[src/rtl/if_stage.sv]
// Instruction-fetch stage and IF/ID pipeline register for the RV32I core.
// Single-outstanding fetch, one-word skid buffer for decode stalls, redirect/flush handling.
module if_stage #(
   parameter logic [31:0] RESET_PC  = 32'h0000_0000,
   parameter logic [31:0] NOP_INSTR = 32'h0000_0013
) (
   input  logic        i_clk,
   input  logic        i_rst,
   input  logic        i_stall,
   input  logic        i_flush,
   input  logic        i_pc_redirect,
   input  logic [31:0] i_pc_target,
   output logic        o_imem_req,
   output logic [31:0] o_imem_addr,
   input  logic        i_imem_rvalid,
   input  logic [31:0] i_imem_rdata,
   output logic [31:0] o_instr_id,
   output logic [31:0] o_pc_id,
   output logic [31:0] o_pc_four_id,
   output logic        o_inst_vld_id
);

   typedef enum logic [1:0] {
      S_IDLE,
      S_WAIT,
      S_DROP,
      S_BUF
   } state_t;

   state_t      state;
   logic [31:0] pc;
   logic [31:0] pc_plus4;
   logic [31:0] buf_instr;
   logic        accept_wait;
   logic        accept_buf;
   logic        deliver;

   assign pc_plus4 = pc + 32'd4;

   // A word is only handed to IF/ID when neither flush nor stall blocks it;
   // otherwise it parks in (or stays in) the buffer.
   always_comb begin
      accept_wait = 1'b0;
      accept_buf  = 1'b0;
      deliver     = 1'b0;
      accept_wait = (state == S_WAIT) && i_imem_rvalid && !i_pc_redirect;
      accept_buf  = (state == S_BUF) && !i_pc_redirect;
      deliver     = (accept_wait || accept_buf) && !i_flush && !i_stall;
   end

   assign o_imem_req  = (state == S_IDLE) && !i_pc_redirect && !i_rst;
   assign o_imem_addr = i_rst ? RESET_PC : pc;

   always_ff @(posedge i_clk) begin
      if (i_rst) begin
         state     <= S_IDLE;
         pc        <= RESET_PC;
         buf_instr <= '0;
      end else begin
         case (state)
            S_IDLE: begin
               if (i_pc_redirect) begin
                  pc <= i_pc_target;
               end else begin
                  state <= S_WAIT;
               end
            end
            S_WAIT: begin
               if (i_imem_rvalid) begin
                  if (i_pc_redirect) begin
                     pc    <= i_pc_target;
                     state <= S_IDLE;
                  end else if (deliver) begin
                     pc    <= pc_plus4;
                     state <= S_IDLE;
                  end else begin
                     buf_instr <= i_imem_rdata;
                     state     <= S_BUF;
                  end
               end else if (i_pc_redirect) begin
                  pc    <= i_pc_target;
                  state <= S_DROP;
               end
            end
            S_DROP: begin
               if (i_pc_redirect) begin
                  pc <= i_pc_target;
               end
               if (i_imem_rvalid) begin
                  state <= S_IDLE;
               end
            end
            S_BUF: begin
               if (i_pc_redirect) begin
                  pc        <= i_pc_target;
                  buf_instr <= '0;
                  state     <= S_IDLE;
               end else if (deliver) begin
                  pc    <= pc_plus4;
                  state <= S_IDLE;
               end
            end
            default: begin
               state <= S_IDLE;
            end
         endcase
      end
   end

   always_ff @(posedge i_clk) begin
      if (i_rst || i_flush) begin
         o_instr_id    <= NOP_INSTR;
         o_pc_id       <= '0;
         o_pc_four_id  <= '0;
         o_inst_vld_id <= 1'b0;
      end else if (!i_stall) begin
         if (deliver) begin
            o_instr_id    <= accept_wait ? i_imem_rdata : buf_instr;
            o_pc_id       <= pc;
            o_pc_four_id  <= pc_plus4;
            o_inst_vld_id <= 1'b1;
         end else begin
            o_instr_id    <= NOP_INSTR;
            o_pc_id       <= '0;
            o_pc_four_id  <= '0;
            o_inst_vld_id <= 1'b0;
         end
      end
   end

endmodule
[config.mk]
export PLATFORM = sky130hd
export DESIGN_NAME = if_stage
export DESIGN_NICKNAME = d
export VERILOG_FILES = /design/src/rtl/if_stage.sv
export SDC_FILE = /design/constraint.sdc
export NUM_CORES = 1
export LEC_CHECK = 0
export BUFFER_PORTS_ARGS = -buffer_cell sky130_fd_sc_hd__buf_2
export CELL_PAD_IN_SITES_DETAIL_PLACEMENT = 1
export CELL_PAD_IN_SITES_GLOBAL_PLACEMENT = 1
export CORE_MARGIN = 3
export CORE_UTILIZATION = 39
export CTS_CLUSTER_SIZE = 25
export DETAILED_ROUTE_END_ITERATION = 8
export GPL_TIMING_DRIVEN = 0
export PLACE_DENSITY = 0.82
export RECOVER_POWER = 25
export SLEW_MARGIN = 25
export SYNTH_ARGS = -nofsm -noshare
export SYNTH_HDL_FRONTEND = slang
export SYNTH_SLANG_ARGS = --single-unit
[constraint.sdc]
create_clock -name i_clk -period 3.24 [get_ports i_clk]
set_clock_uncertainty 0.1 [all_clocks]
set_input_delay 0.486 -clock i_clk [delete_from_list [all_inputs] [get_ports i_clk]]
set_output_delay 0.486 -clock i_clk [all_outputs]
set_load 0.02 [all_outputs]
### After elaboration in Yosys (flattened, before gate mapping)

Index checks and enable logic that the tools add are counted.

| word-level totals | value |
|---|---|
| logic and storage cells | 62 |
| bits in registers | 163 |
| output and inout port bits | 130 |
| bits of input ports | 70 |

| operators by class | value |
|---|---|
| mux-type cells | 25 |
| reductions and logical operators | 18 |
| add/sub/neg operators | 1 |
| equality and inequality tests | 11 |

Operators with widths:

| kind | count |
|---|---|
| 32-bit two-way mux | 13 |
| 32-bit case mux with 3 select lines | 1 |
| 32-bit case mux with 2 select lines | 1 |
| 32-bit by 3-bit adder with 32-bit output, second input constant | 1 |
| 2-bit two-way mux | 8 |
| 2-bit != test, second input constant | 6 |
| 2-bit case mux with 4 select lines | 1 |
| 1-bit logical AND | 7 |
| 3-bit != test, second input constant | 2 |
| 5-bit AND reduction | 1 |
| 2-bit == test, second input constant | 2 |
| 1-bit zero test | 4 |
| 4-bit AND reduction | 1 |
| 2-bit by 1-bit == test with 1-bit output, second input constant | 1 |
| 2-bit zero test | 1 |
| 1-bit logical OR | 2 |
| 2-bit nonzero test | 1 |
| 2-bit OR reduction | 1 |
| 1-bit two-way mux | 1 |

### Logic depth before layout (Yosys ltp)

Gate-level depths: netlist (run 1).

| logic depth | value |
|---|---|
| word-level depth | 10 |
| depth in mapped cells | 9 |

### Worst setup path after synthesis (run 1)

No wires, ideal clock.

| timing | value |
|---|---|
| kind | input to register |
| from | input port i_stall |
| to | register pc[2] |
| setup time | 0.065 ns |
| required time | 3.075 ns |
| stages on the path | 9 |
| path slack | 0.928 ns |
| data arrival time | 2.147 ns |
| path through | clkbuf_2 > nor2_1 > nand2_1 > nor2_1 > clkbuf_1 > ha_1 > a211oi_1 > a21oi_1 > nor2_1 |

| between the ends | value |
|---|---|
| cells in the longest elaborated chain, start to end | 6 |

RTL lines:

| item | RTL line | text |
|---|---|---|
| start, declared | 9 | `input logic i_stall,` |
| 1-bit zero test * | -- |  |
| 1-bit logical AND * | 48 | `deliver = (accept_wait \|\| accept_buf) && !i_flush && !i_stall;` |
| via deliver | 36 | `logic deliver;` |
| 32-bit two-way mux * (2 in series) | -- |  |
| 32-bit two-way mux | -- |  |
| 32-bit case mux with 3 select lines * | -- |  |
| end signal, assigned | 63 | `pc <= i_pc_target;` |
| end signal, assigned | 71 | `pc <= i_pc_target;` |
| end signal, assigned | 74 | `pc <= pc_plus4;` |
| end, declared | 31 | `logic [31:0] pc;` |

Mark *: on every way through the listed nets, which the timed path passes. The rest lies on a longest branch.
A chain may end at the register's enable or synchronous reset.

### Final worst setup path (run 1)

| timing | value |
|---|---|
| from | input port i_rst |
| to | output port o_imem_addr[30] |

| between the ends | value |
|---|---|
| cells in the longest elaborated chain, start to end | 1 |

RTL lines:

| item | RTL line | text |
|---|---|---|
| start, declared | 8 | `input logic i_rst,` |
| 32-bit two-way mux | 52 | `assign o_imem_addr = i_rst ? RESET_PC : pc;` |
| end, declared | 14 | `output logic [31:0] o_imem_addr,` |

Every way passes these cells.

==> metrics.txt, run 1 <==
drt drc 2; EDFF count, synth 0; Yosys top cell area share 44.4%; peak supply drop 0.381 mV; crit-path max cell delay 0.56 ns; Crit. End Element primary output; met2 routed WL 12400 microns; Hold EP pc[2]; CTS hold repair buffers 0; Critical Path Fanout Max 10; register bit total from synthesis 161; Sequential Power Share roughly 44%; via count of the first global-routing pass about 7300; final worst slack 0.294 ns; Core Util, Final 50.1%; Relative slew margins 43.5%; CTS buffer count 17; layout cells sized above 1 20.3%; WP data arrival 2.36 ns; most common cell after layout, fill and taps aside dfxtp_1; sequential share of the synthesized area 44.4%; Root Driver clkbuf_16; Tcrit/Tclk final 90.9%; power per cell area between 500 and 600 mW/mm^2; per-cell routed wire length approximately 19 microns; CTS tree built; critical path buffer and inverter count 5; Hold/Removal Path Class in2reg; r2r endpoint pc[2]; Synth Area in Compound Gates 15.1%; Die ar. 0.0203 sq mm; unrepaired setup endpoints after global routing no; Adder-Cell Fraction of Synth Area less than 1%; Psw approximately 1.2 mW; max-slew violation count 0; DR iter-0 viols roughly 310; critical-path cell list buf_2 -> clkbuf_1 -> clkbuf_1 -> clkbuf_1 -> nor2_1 -> buf_2; maxcap violations 0; Worst path top cell family by delay buffers and inverters; Worst Hold Launch i_pc_target[2]; Top FF cell, synth dfxtp_1; Net Count, Synth 914; wl on met1 11000 microns; Die Height 142 microns; Clk pwr share 46.9%; violated checks design-rule violations; Max clock buf depth 2; ANT nets after route 0; Min Clock Period, post-route 2.95 ns; Async SR Flop Fraction 0%; Tot GR Track Use 24.3%; worst-margin pin slew 0.842 ns; I/O pins 200; post-DP HPWL 18000 microns; Post-Synth XOR/XNOR Area under 10%; # rows about 50; Synth area leaders dfxtp_1, a22oi_1, nor2_1; clock-pin slew on the worst setup and hold paths 0.07 ns; most frequent cell on the critical path clkbuf_1; initial antenna violation count 2; Pwr Total 4.65 mW; area delta synth->final 25.2%; CP Class in2out; Comb pwr share 9.0%; most frequent cells in the layout dfxtp_1, buf_2, clkbuf_1; Final Hold Viols 0; CTS sink cnt between 150 and 200; R2R cell count 9; Synth Cell Area 0.00726 sq mm; largest family of logic cells by synthesized area simple AND/OR/NAND/NOR gates; DP Worst Slack 0.00818 ns; drt pass-1 iters 7; post-synthesis mux area share 5.74%; Initial Util approximately two fifths; fillers 2283; Final GP Congestion 0.838; vias per std cell 5.39; WL final 25300 microns; flop-to-flop setup slack 0.31 ns; Fin Setup TNS 0 ns; Max Fclk roughly 340 MHz; Startpoint Class input port; routed length on met3 1480 microns; crit path launch i_rst; placed insts approximately 1300; LEAKAGE 3.49 nW; Post-Synthesis Cells between 800 and 900; port buffer count 197; first-pass GRT wire length 39300 microns; Synth Area in Simple Gates 22.5%; overflow left after global routing 0; status complete, but fails checks; hold path cells 3; Pint between 3 and 4 mW; Die X 142 microns; Clock H-tree levels 4; largest area contributor in the netlist dfxtp_1; final std cells w/o fill 1300; Synth Warn # 0; vias 7009; CORE AREA 0.0181 sq mm; largest net degree at the start of global routing 17; slowest CP cell clkbuf_1; Mean Syn Cell Area around 8.6 sq um; Final setup viols 0; reg2reg start state[0]; Sw Share about a quarter; CP required 2.65 ns; clk_lat worst skew 0.43 ns; Distinct cells, synth 46; Max Used Layer met5; nets between 1000 and 1500
Yosys cell counts (17+ instances only):
cell type / n
a22oi_1: 67
nand3_1: 31
dfxtp_1: 161
nor2b_1: 30
nand3b_1: 32
nand4_1: 17
mux2_2: 29
clkbuf_1: 63
nor2_1: 114
o21ai_0: 58
a211oi_1: 23
nand2_1: 75
xor2_1: 40
area by class of cell:
type	instances	area (sq um)	share of cell area (%)
Multi-Input combinational cell	590	3670	40.3
Timing Repair Buffer	197	896	9.85
Clock inverter	11	151	1.67
Buffer	83	359	3.95
Inverter	7	26.3	0.289
Clock buffer	21	480	5.28
Sequential cell	161	3220	35.4
Antenna cell	1	2.50	0.0275
Tap cell	229	287	3.15
tightest hold or removal path, cell delays in order:
cell and delay [ns]:
buf_2 0.08, a21oi_1 0.05, nor2_1 0.07
cells by family (layout without fill, tap and decap cells):
group / after synthesis / in the layout
buffers and inverters: 90 / 319
other: 0 / 1
muxes: 38 / 38
DFF: 161 / 161
xor gates and xnor gates: 54 / 54
AOI/OAI and AO/OA: 167 / 167
adders and majority gates: 3 / 3
and+or+nand+nor: 328 / 328
power by group through the flow:
stage	clock (mW)	sequential, mW	combinational (mW)
floorplan	0	2.08	0.255
finish	2.18	2.05	0.418
detailed placement	0	2.09	0.413
global placement	0	2.09	0.405
global route	2.28	2.05	0.458
CTS	2.19	2.05	0.420
how the worst max path moves through the flow:
stage | cells after the start | end | slack (ns)
finish | 6 | o_imem_addr[30] | 0.29
floorplan | 9 | pc[2] | 0.93
global route | 9 | pc[2] | 0.15
global placement | 9 | pc[2] | 0.04
CTS | 9 | pc[2] | 0.10
detailed placement | 9 | pc[2] | 0.008
per-layer routing:
metal,vias to the layer above,GRT usage (%)
li1,3340,-
met1,3440,31.0
met2,195,41.3
met3,32,5.65
met4,2,6.50
met5,-,0
state kept, by name, summed over array words and instances (netlist names):
register,cells
o_pc_four_id,30
state,2
o_inst_vld_id,1
o_pc_id,32
pc,32
o_instr_id,32
buf_instr,32
per-stage QoR:
| stage | area [sq um] | hold slack, ns |
|---|---|---|
| after floorplan | 7260 | 0.353 |
| after global placement | 8540 | 0.334 |
| after detailed placement | 8540 | 0.339 |
| after CTS | 9180 | 0.189 |
| after global routing | 9090 | 0.207 |
| final | 9090 | 0.193 |
repair_timing:
action | CTS | global route
endpoints found under the setup margin | 1 | 1
resized for setup | 1 | 2
gates cloned | 0 | 0
buffers inserted | 0 | 0
Note: power is estimated with default switching activity, not from simulation.
==> run 2, diff against run 1 <==
clock period = 2.9 ns   (was 3.24 ns; I/O delays follow)
==> metrics.txt, run 2 (same netlist as run 1, synthesis figures left out) <==
CORE AREA 0.0181 sq mm; vias 7022; Crit. End Element register; CP Class reg2reg; power per cell area approximately 570 mW/mm^2; CP required 3.11 ns; CTS buffer count 17; Comb pwr share about 9.0%; vias per std cell 5.41; area delta synth->final 25.2%; Sw Share between 20 and 30%; WL final 25200 microns; R2R cell count 7; CTS tree built; Final Hold Viols 0; Pint approximately 3.9 mW; CTS sink cnt between 150 and 200; Die Height between 100 and 150 microns; crit-path max cell delay 0.60 ns; Startpoint Class register; most frequent cell on the critical path nand4_1; r2r endpoint o_pc_four_id[30]; ANT nets after route 0; Critical Path Fanout Max 10; busiest grt layer met2; via count of the first global-routing pass 7300; Clock H-tree levels 4; post-DP HPWL 18000 microns; I/O pins 200; Initial Util 40.0%; reg2reg start pc[3]; first-pass GRT wire length a little under 40000 microns; nets 1129; Clk pwr share 46.8%; crit path launch pc[3]; placed insts around 1300; CP endpoint o_pc_four_id[30]; port buffer count roughly 200; Final setup viols 0; Relative slew margins 45.5%; max-slew violation count 0; met1 Usage GRT between 30 and 40%; Final GP Congestion 0.838; Max Fclk 371 MHz; Fin Hold WS 0.145 ns; Hold/Removal Path Class in2reg; Die X 142 microns; DR iter-0 viols 350; Tcrit/Tclk final around 93%; Min Clock Period, post-route 2.70 ns; drt pass-1 iters 7; initial antenna violation count 2; Max clock buf depth 2; maxcap violations 0; Pwr Total a little over 5 mW; final std cells w/o fill 1299; clk_lat worst skew 0.43 ns; layout cells sized above 1 around a fifth; most common cell after layout, fill and taps aside dfxtp_1; unrepaired setup endpoints after global routing no; Root Driver clkbuf_16; overflow left after global routing 0; clock-pin slew on the worst setup and hold paths 0.07 ns; Psw 1.31 mW; Sequential Power Share 44.2%; Worst Hold Launch i_pc_target[2]; status finished, final reports clean; drt drc 0; per-cell routed wire length 19.4 microns; LEAKAGE roughly 3.5 nW; worst-margin pin slew roughly 0.81 ns; slowest CP cell nor3_2; Die ar. 0.0203 sq mm; Tot GR Track Use 24.3%; largest net degree at the start of global routing 17; flop-to-flop setup slack ~0.2 ns; critical-path cell list ha_1 -> nand4_1 -> nor3_2 -> buf_2 -> nand4_1 -> xnor2_1 -> o21ai_0; peak supply drop 0.423 mV; most frequent cells in the layout dfxtp_1, buf_2, clkbuf_1; met2 Use GR 41.3%; WP data arrival 2.91 ns; # rows 49; met3 global-route usage 5.65%
-- run 2: worst min-delay path by stage --
stage | slack [ns] | cells after the start | end
final | 0.15 | 3 | pc[2]
after global routing | 0.16 | 3 | pc[7]
after CTS | 0.14 | 3 | pc[2]
after detailed placement | 0.34 | 2 | o_pc_four_id[14]
after global placement | 0.33 | 2 | o_pc_four_id[12]
after floorplan | 0.35 | 2 | buf_instr[10]
-- run 2: power by group through the flow --
stage / Sequential (mW) / Combinational [mW] / Clock (mW)
2_1_floorplan: 2.33 / 0.285 / 0
3_3_place_gp: 2.34 / 0.452 / 0
3_5_place_dp: 2.34 / 0.461 / 0
4_1_cts: 2.29 / 0.470 / 2.45
5_1_grt: 2.30 / 0.509 / 2.55
6_report: 2.29 / 0.465 / 2.43
-- run 2: what timing repair did --
action                                  4_1_cts  5_1_grt
endpoints found under the hold margin         0        0
hold buffers                                  0        0
resized for setup                             3        2
setup buffers                                 0        0
endpoints found under the setup margin       12        4
-- run 2: routing by layer --
layer	up-vias	routed length, microns
met5	-	13
met4	2	393
met3	32	1560
met2	202	12300
met1	3441	10900
li1	3345	-
-- run 2: final cells by class --
type	instances	area, sq um
tap	229	287
buffer	82	357
multi-input combinational	590	3670
inverter	7	26.3
fill	2288	9050
clock inverter	11	151
timing repair buffer	197	896
antenna	1	2.50
clock buffer	21	480
sequential	161	3220
-- run 2: per-stage QoR --
stage               setup slack, ns  area [sq um]  setup TNS, ns  utilization (%)
CTS                          0.0191          9190              0             50.6
global placement             -0.299          8540         -0.299             47.0
global route                 0.0385          9090              0             50.1
floorplan                     0.600          7260              0                -
finish                        0.203          9090              0             50.1
detailed placement           -0.332          8540         -0.569             47.1
-- run 2: critical path: cells and delay by family (launching register included) --
family	cells	cell delay [ns]
compound gates	1	0.10
xor+xnor	1	0.24
fa+ha+maj	1	0.34
buf+inv	1	0.38
flops	1	0.45
simple gates	3	0.95
